**src/rtl/lcd_pkg.sv**
```systemverilog
// Shared types and constants for the HD44780 16x2 character LCD driver.
// Holds FSM state encodings, LCD command bytes and the BCD-to-ASCII helper.
package lcd_pkg;

  typedef enum logic [2:0] {
    ST_PWRUP,
    ST_INIT,
    ST_IDLE,
    ST_ADDR,
    ST_CHAR
  } lcd_state_t;

  typedef enum logic [1:0] {
    PH_IDLE,
    PH_SETUP,
    PH_EN,
    PH_HOLD
  } strobe_ph_t;

  localparam logic [7:0] LCD_FUNC_SET = 8'h38;
  localparam logic [7:0] LCD_DISP_ON  = 8'h0C;
  localparam logic [7:0] LCD_CLEAR    = 8'h01;
  localparam logic [7:0] LCD_ENTRY    = 8'h06;
  localparam logic [7:0] LCD_LINE1    = 8'h80;
  localparam logic [7:0] LCD_LINE2    = 8'hC0;

  // Raw BCD digits (upper nibble 0) become ASCII '0'..'9';
  // 0x0A..0x0F land on 0x3A..0x3F without correction.
  function automatic logic [7:0] lcd_ascii(input logic [7:0] c);
    return (c[7:4] == 4'h0) ? {4'h3, c[3:0]} : c;
  endfunction

  function automatic logic [7:0] init_cmd(input logic [1:0] step);
    logic [7:0] c;
    c = LCD_FUNC_SET;
    case (step)
      2'd0: c = LCD_FUNC_SET;
      2'd1: c = LCD_DISP_ON;
      2'd2: c = LCD_CLEAR;
      2'd3: c = LCD_ENTRY;
      default: c = LCD_FUNC_SET;
    endcase
    return c;
  endfunction

endpackage

```
**src/rtl/lcd_write_strobe.sv**
```systemverilog
// One LCD bus write: SETUP (data/rs change), EN (strobe high), HOLD (wait).
// Ports: clk, reset, start/data/rs/long_wait in; done, lcd_data, lcd_rs, lcd_en out.
module lcd_write_strobe
  import lcd_pkg::*;
#(
  parameter int EN_CYC  = 25,
  parameter int CMD_CYC = 2500,
  parameter int CLR_CYC = 100000
) (
  input  logic       clk,
  input  logic       reset,
  input  logic       start,
  input  logic [7:0] data,
  input  logic       rs,
  input  logic       long_wait,
  output logic       done,
  output logic [7:0] lcd_data,
  output logic       lcd_rs,
  output logic       lcd_en
);

  localparam int M1 = (CLR_CYC > CMD_CYC) ? CLR_CYC : CMD_CYC;
  localparam int MX = (M1 > EN_CYC) ? M1 : EN_CYC;
  localparam int CW = $clog2(MX + 1);

  localparam logic [CW-1:0] EN_LAST  = CW'(EN_CYC - 1);
  localparam logic [CW-1:0] CMD_LAST = CW'(CMD_CYC - 1);
  localparam logic [CW-1:0] CLR_LAST = CW'(CLR_CYC - 1);

  strobe_ph_t    ph;
  logic [CW-1:0] cnt;
  logic          long_q;
  logic          take;

  // Last HOLD cycle: a new start here chains straight into SETUP.
  assign done = (ph == PH_HOLD) && (cnt == '0);
  assign take = start && ((ph == PH_IDLE) || done);

  always_ff @(posedge clk) begin
    if (reset) begin
      ph       <= PH_IDLE;
      cnt      <= '0;
      long_q   <= 1'b0;
      lcd_data <= 8'h00;
      lcd_rs   <= 1'b0;
      lcd_en   <= 1'b0;
    end else if (take) begin
      ph       <= PH_SETUP;
      lcd_data <= data;
      lcd_rs   <= rs;
      long_q   <= long_wait;
    end else begin
      case (ph)
        PH_SETUP: begin
          ph     <= PH_EN;
          lcd_en <= 1'b1;
          cnt    <= EN_LAST;
        end
        PH_EN: begin
          if (cnt == '0) begin
            ph     <= PH_HOLD;
            lcd_en <= 1'b0;
            cnt    <= long_q ? CLR_LAST : CMD_LAST;
          end else begin
            cnt <= cnt - 1'b1;
          end
        end
        PH_HOLD: begin
          if (cnt == '0) ph <= PH_IDLE;
          else           cnt <= cnt - 1'b1;
        end
        default: ph <= PH_IDLE;
      endcase
    end
  end

endmodule

```
**src/rtl/lcd_display_driver.sv**
```systemverilog
// 16x2 HD44780 driver: power-up wait, init, then frames of 32 table chars.
// Ports: clk, reset, refresh, lcd_char in; lcd_index, lcd_data, lcd_rs,
// lcd_rw, lcd_en, busy out. Macro LCD_AUTO_REFRESH_EN: continuous frames.
module lcd_display_driver
  import lcd_pkg::*;
#(
  parameter int PWRUP_CYC = 750000,
  parameter int EN_CYC    = 25,
  parameter int CMD_CYC   = 2500,
  parameter int CLR_CYC   = 100000
) (
  input  logic       clk,
  input  logic       reset,
  input  logic       refresh,
  input  logic [7:0] lcd_char,
  output logic [4:0] lcd_index,
  output logic [7:0] lcd_data,
  output logic       lcd_rs,
  output logic       lcd_rw,
  output logic       lcd_en,
  output logic       busy
);

  localparam int PW = $clog2(PWRUP_CYC + 1);
  localparam logic [PW-1:0] PW_LAST = PW'(PWRUP_CYC - 1);

  lcd_state_t    state, state_n;
  logic [PW-1:0] pw_cnt;
  logic [1:0]    step;
  logic          pend, pend_n;
  logic          wr_act;
  logic          free;
  logic          done;
  logic          start;
  logic [7:0]    wr_data;
  logic          wr_rs;
  logic          wr_long;

  assign free = !wr_act || done;

  always_comb begin
    start   = 1'b0;
    wr_data = 8'h00;
    wr_rs   = 1'b0;
    wr_long = 1'b0;
    case (state)
      ST_INIT: begin
        start   = free;
        wr_data = init_cmd(step);
        wr_long = (step == 2'd2);
      end
      ST_ADDR: begin
        start   = free;
        wr_data = lcd_index[4] ? LCD_LINE2 : LCD_LINE1;
      end
      ST_CHAR: begin
        start   = free;
        wr_data = lcd_ascii(lcd_char);
        wr_rs   = 1'b1;
      end
      default: ;
    endcase
  end

  always_comb begin
    state_n = state;
    pend_n  = pend;
`ifndef LCD_AUTO_REFRESH_EN
    if (refresh && state != ST_IDLE) pend_n = 1'b1;
`endif
    case (state)
      ST_PWRUP:
        if (pw_cnt == PW_LAST) state_n = ST_INIT;
      ST_INIT:
        if (start && step == 2'd3) state_n = ST_ADDR;
      ST_IDLE: begin
`ifdef LCD_AUTO_REFRESH_EN
        state_n = ST_ADDR;
`else
        if (refresh || pend) begin
          state_n = ST_ADDR;
          pend_n  = 1'b0;
        end
`endif
      end
      ST_ADDR:
        if (start) state_n = ST_CHAR;
      ST_CHAR: begin
        if (start && lcd_index == 5'd31)      state_n = ST_IDLE;
        else if (start && lcd_index == 5'd15) state_n = ST_ADDR;
      end
      default: state_n = ST_PWRUP;
    endcase
  end

  always_ff @(posedge clk) begin
    if (reset) begin
      state     <= ST_PWRUP;
      pw_cnt    <= '0;
      step      <= 2'd0;
      pend      <= 1'b0;
      wr_act    <= 1'b0;
      lcd_index <= 5'd0;
      lcd_rw    <= 1'b0;
      busy      <= 1'b1;
    end else begin
      state  <= state_n;
      pend   <= pend_n;
      lcd_rw <= 1'b0;
      busy   <= !(state_n == ST_IDLE && !pend_n);
      if (state == ST_PWRUP) pw_cnt <= pw_cnt + 1'b1;
      if (start)     wr_act <= 1'b1;
      else if (done) wr_act <= 1'b0;
      if (state == ST_INIT && start) step <= step + 1'b1;
      // 31 + 1 wraps to 0 for the next frame.
      if (state == ST_CHAR && start) lcd_index <= lcd_index + 1'b1;
    end
  end

  lcd_write_strobe #(
    .EN_CYC  (EN_CYC),
    .CMD_CYC (CMD_CYC),
    .CLR_CYC (CLR_CYC)
  ) u_strobe (
    .clk       (clk),
    .reset     (reset),
    .start     (start),
    .data      (wr_data),
    .rs        (wr_rs),
    .long_wait (wr_long),
    .done      (done),
    .lcd_data  (lcd_data),
    .lcd_rs    (lcd_rs),
    .lcd_en    (lcd_en)
  );

endmodule
```
**config.mk**
```make
export PLATFORM = sky130hd
export DESIGN_NAME = lcd_display_driver
export DESIGN_NICKNAME = d
export VERILOG_FILES = /design/src/rtl/lcd_pkg.sv /design/src/rtl/lcd_write_strobe.sv /design/src/rtl/lcd_display_driver.sv
export SDC_FILE = /design/constraint.sdc
export NUM_CORES = 1
export LEC_CHECK = 0
export BUFFER_PORTS_ARGS = -buffer_cell sky130_fd_sc_hd__buf_2
export CORE_UTILIZATION = 51
export CTS_CLUSTER_SIZE = 24
export DETAILED_ROUTE_END_ITERATION = 10
export PLACE_DENSITY_LB_ADDON = 0.12
export SYNTH_ARGS = -nofsm -noshare
export SYNTH_HDL_FRONTEND = slang
export SYNTH_SLANG_ARGS = --single-unit
```
**constraint.sdc**
```tcl
create_clock -name clk -period 2.3 [get_ports clk]
set_input_delay 0.23 -clock clk [delete_from_list [all_inputs] [get_ports clk]]
set_output_delay 0.23 -clock clk [all_outputs]
set_load 0.005 [all_outputs]
```
==> flow_metrics.py <==
metrics = {
    "run_status": {
        "run_status": "finished clean",
    },
    "final_layout": {
        "final_common_cell": "dfxtp_1",
        "fin_cells": 538,
        "fillers": 599,
        "area_delta_synth_final_pct": 16.9,
        "layout_common_cells": "dfxtp_1, nor2_1, a21oi_1",
        "drive_gt1_share_pct": 20.0,
        "nNetsFinal": 483,
        "diodes": 0,
        "fin_util_pct": 62.9,
    },
    "placement": {
        "dpl.cell_count": 520,
        "port_buffers": 26,
        "dp_hpwl_um": 6040,
        "place_congestion": 0.923,
    },
    "sta": {
        "skew_ps": 8.60,
        "setup_viol_count_final": 0,
        "relSlewSlack_pct": 62.4,
        "fmax_ghz": 0.461,
        "final-max-slew-violation-count": 0,
        "final.period_utilization_pct": 94.4,
        "period_needed_ps": 2170,
        "hold_violations": 0,
        "rsz0062_at_grt": "true",
        "worst_pin_slew_ps": 564,
    },
    "logic_synthesis": {
        "ys.flop_type": "dfxtp_1",
        "ys_seq_elements": 63,
        "syn_area_um2": 3490,
        "synthTopCellsByArea": "dfxtp_1, ha_1, a21oi_1",
        "postSynthCellCount": 411,
        "yosys_warnings": 0,
        "synth_largest_area_cell": "dfxtp_1",
        "synth_top_area_share_pct": 36.1,
        "synth_area_per_cell_um2": 8.50,
        "asyncSetResetFlopFracSynth_pct": 0,
        "synth_nets": 438,
        "ys_seq_area_share_pct": 36.1,
        "synth_cell_types": 62,
        "synth-edff-count": 0,
    },
    "grt": {
        "grt_pass1_vias": 3038,
        "gr-total-overflow": 0,
        "grt_first_pass_wirelength_um": 14100,
        "grt_usage_pct": 24.7,
        "grt_max_degree": 26,
        "antenna_found_initial": 0,
    },
    "power": {
        "ir_drop_mv": 0.690,
        "pwr_density_cell_nw_per_um2": 1130,
        "p_leak_nw": 1.62,
    },
    "route": {
        "routedWlPerCell_um": 15.4,
        "wirelength_um": 8310,
        "ant_nets": 0,
        "vias_per_cell": 6.01,
        "route.detailed.drc": 0,
        "drtIter0Drc": 296,
        "routed-via-count": 3235,
        "first_pass_iters": 4,
    },
    "critical_path": {
        "setup.worst_path.start_class": "register",
        "worst_r2r_endpoint": "u_strobe.cnt[2]",
        "crit_fanout": 17,
        "r2r_cells": 6,
        "setup.worst_path.end_class": "register",
        "worst_ep_required_time_ps": 2590,
        "worstSetupPathType": "reg2reg",
        "r2r_slack_ps": 130,
        "r2r_start": "u_strobe.cnt[2]",
        "worstPathArrival_ps": 2460,
    },
    "clocking": {
        "clk_pin_slew_ps": 70,
        "cts_tree": "yes",
        "clk_latency_ps": 340,
        "numCtsBuffers": 9,
        "htree_levels": 3,
        "cts_root_buffer": "clkbuf_8",
        "clockBufferDepth": 2,
        "cts.sink_count": 63,
    },
    "floorplanning": {
        "initial_core_util_pct": 53.8,
        "die_w_um": 84.8,
        "fp.dieH_um": 84.8,
        "io_pins": 28,
        "dieArea_um2": 7180,
        "rows": 29,
        "coreArea_um2": 6490,
    },
    "job": {
        "cap_viol_max_count": 0,
    },
    "hold_path": {
        "holdCritStartpoint": "lcd_char[6]",
        "min_path_type": "in2reg",
        "whs_endpoint": "u_strobe.lcd_data[6]",
        "whs_path_depth": 2,
    },
}
==> Yosys cell counts (3+ instances only) <==
| cell type | number |
|---|---|
| mux2i_1 | 3 |
| and2_1 | 5 |
| buf_2 | 4 |
| xnor2_1 | 6 |
| o21ai_0 | 20 |
| clkbuf_1 | 13 |
| a31oi_1 | 8 |
| nor4_1 | 6 |
| nor4b_1 | 6 |
| a221o_1 | 4 |
| o22ai_1 | 7 |
| nand2b_1 | 5 |
| xor2_1 | 12 |
| o31ai_1 | 4 |
| ha_1 | 16 |
| a211oi_1 | 6 |
| or3_1 | 11 |
| a2111oi_0 | 3 |
| a21oi_1 | 29 |
| inv_1 | 13 |
| a21o_1 | 5 |
| dfxtp_1 | 63 |
| nand2_1 | 20 |
| a311oi_1 | 4 |
| nand4_1 | 7 |
| nand4b_1 | 3 |
| nand3_1 | 23 |
| nor3_1 | 11 |
| or2_2 | 4 |
| and3_1 | 7 |
| nor2_1 | 38 |
| or4_1 | 5 |
==> how the worst max path moves through the flow <==
stage                               start                to  slack [ps]  depth (start not counted)
after global placement    u_strobe.cnt[0]  u_strobe.cnt[14]         110                          9
final                     u_strobe.cnt[2]   u_strobe.cnt[2]         130                          6
after floorplan           u_strobe.cnt[0]  u_strobe.cnt[10]         180                          9
after detailed placement  u_strobe.cnt[1]  u_strobe.cnt[10]          30                          8
after global routing      u_strobe.cnt[2]   u_strobe.cnt[2]        -0.5                          6
after CTS                 u_strobe.cnt[0]  u_strobe.cnt[10]           8                          8
==> report_power, final <==
| group | internal, mW | switching (mW) | leakage, nW | total [mW] |
|---|---|---|---|---|
| Sequential | 1.23 | 0.137 | 0.509 | 1.37 |
| Clock | 0.508 | 0.420 | 0.0987 | 0.928 |
| Combinational | 0.992 | 1.35 | 1.02 | 2.34 |
==> final cells by class <==
class / instances / area [µm²] / share of cell area (%)
flip-flops and latches: 63 / 1260 / 30.9
inverters: 13 / 48.8 / 1.19
well taps: 77 / 96.3 / 2.36
repair buffers: 56 / 380 / 9.31
clock buffers: 14 / 183 / 4.47
clock inverters: 2 / 12.5 / 0.306
multi-input cells: 313 / 2100 / 51.5
==> registers in the layout, indices dropped and copies added (netlist names), 2 cells and up <==
register	flops
pw_cnt	20
u_strobe.cnt	17
u_strobe.lcd_data	8
lcd_index	5
state	3
step	2
u_strobe.ph	2
==> per-stage QoR <==
step                      total power [mW]  setup slack (ps)  hold WS (ps)  area, µm²  setup TNS, ps
after detailed placement              3.67              29.4           467       3850              0
after global placement                3.63               109           462       3850              0
after CTS                             4.59              8.40           111       4050              0
final                                 4.63               130           117       4090              0
after global routing                  4.98            -0.451           120       4090         -0.451
after floorplan                       2.89               175           347       3490              0
==> repair_timing <==
item                                   in CTS  in global routing
hold buffers                                0                  0
setup endpoints to repair                   0                 21
setup buffers                               0                  2
endpoints found under the hold margin       0                  0
resized for setup                           0                  4
==> cell families after synthesis <==
family / count (synthesis) / share of synthesized area [%]
AND/OR/NAND/NOR: 164 / 26.2
XOR/XNOR: 18 / 4.51
flip-flops: 63 / 36.1
AO/OA/AOI/OAI: 111 / 22.1
multiplexers: 3 / 0.860
buffers and inverters: 35 / 4.33
other: 1 / 0.107
adder cells (fa/ha/maj): 16 / 5.73
==> metal layers <==
| layer | track usage, % | wire (µm) |
|---|---|---|
| met5 | 0 | 0 |
| met4 | 7.40 | 108 |
| met3 | 6.19 | 371 |
| met2 | 42.0 | 4040 |
| met1 | 30.9 | 3790 |
==> worst max-delay path, cell delays in order (launching register included) <==
cell	delay [ps]
dfxtp_1	380
nor4_4	450
and4_1	310
buf_12	150
nand3_1	210
a2111oi_0	490
a21o_1	120
(Power assumes the default switching activity.)
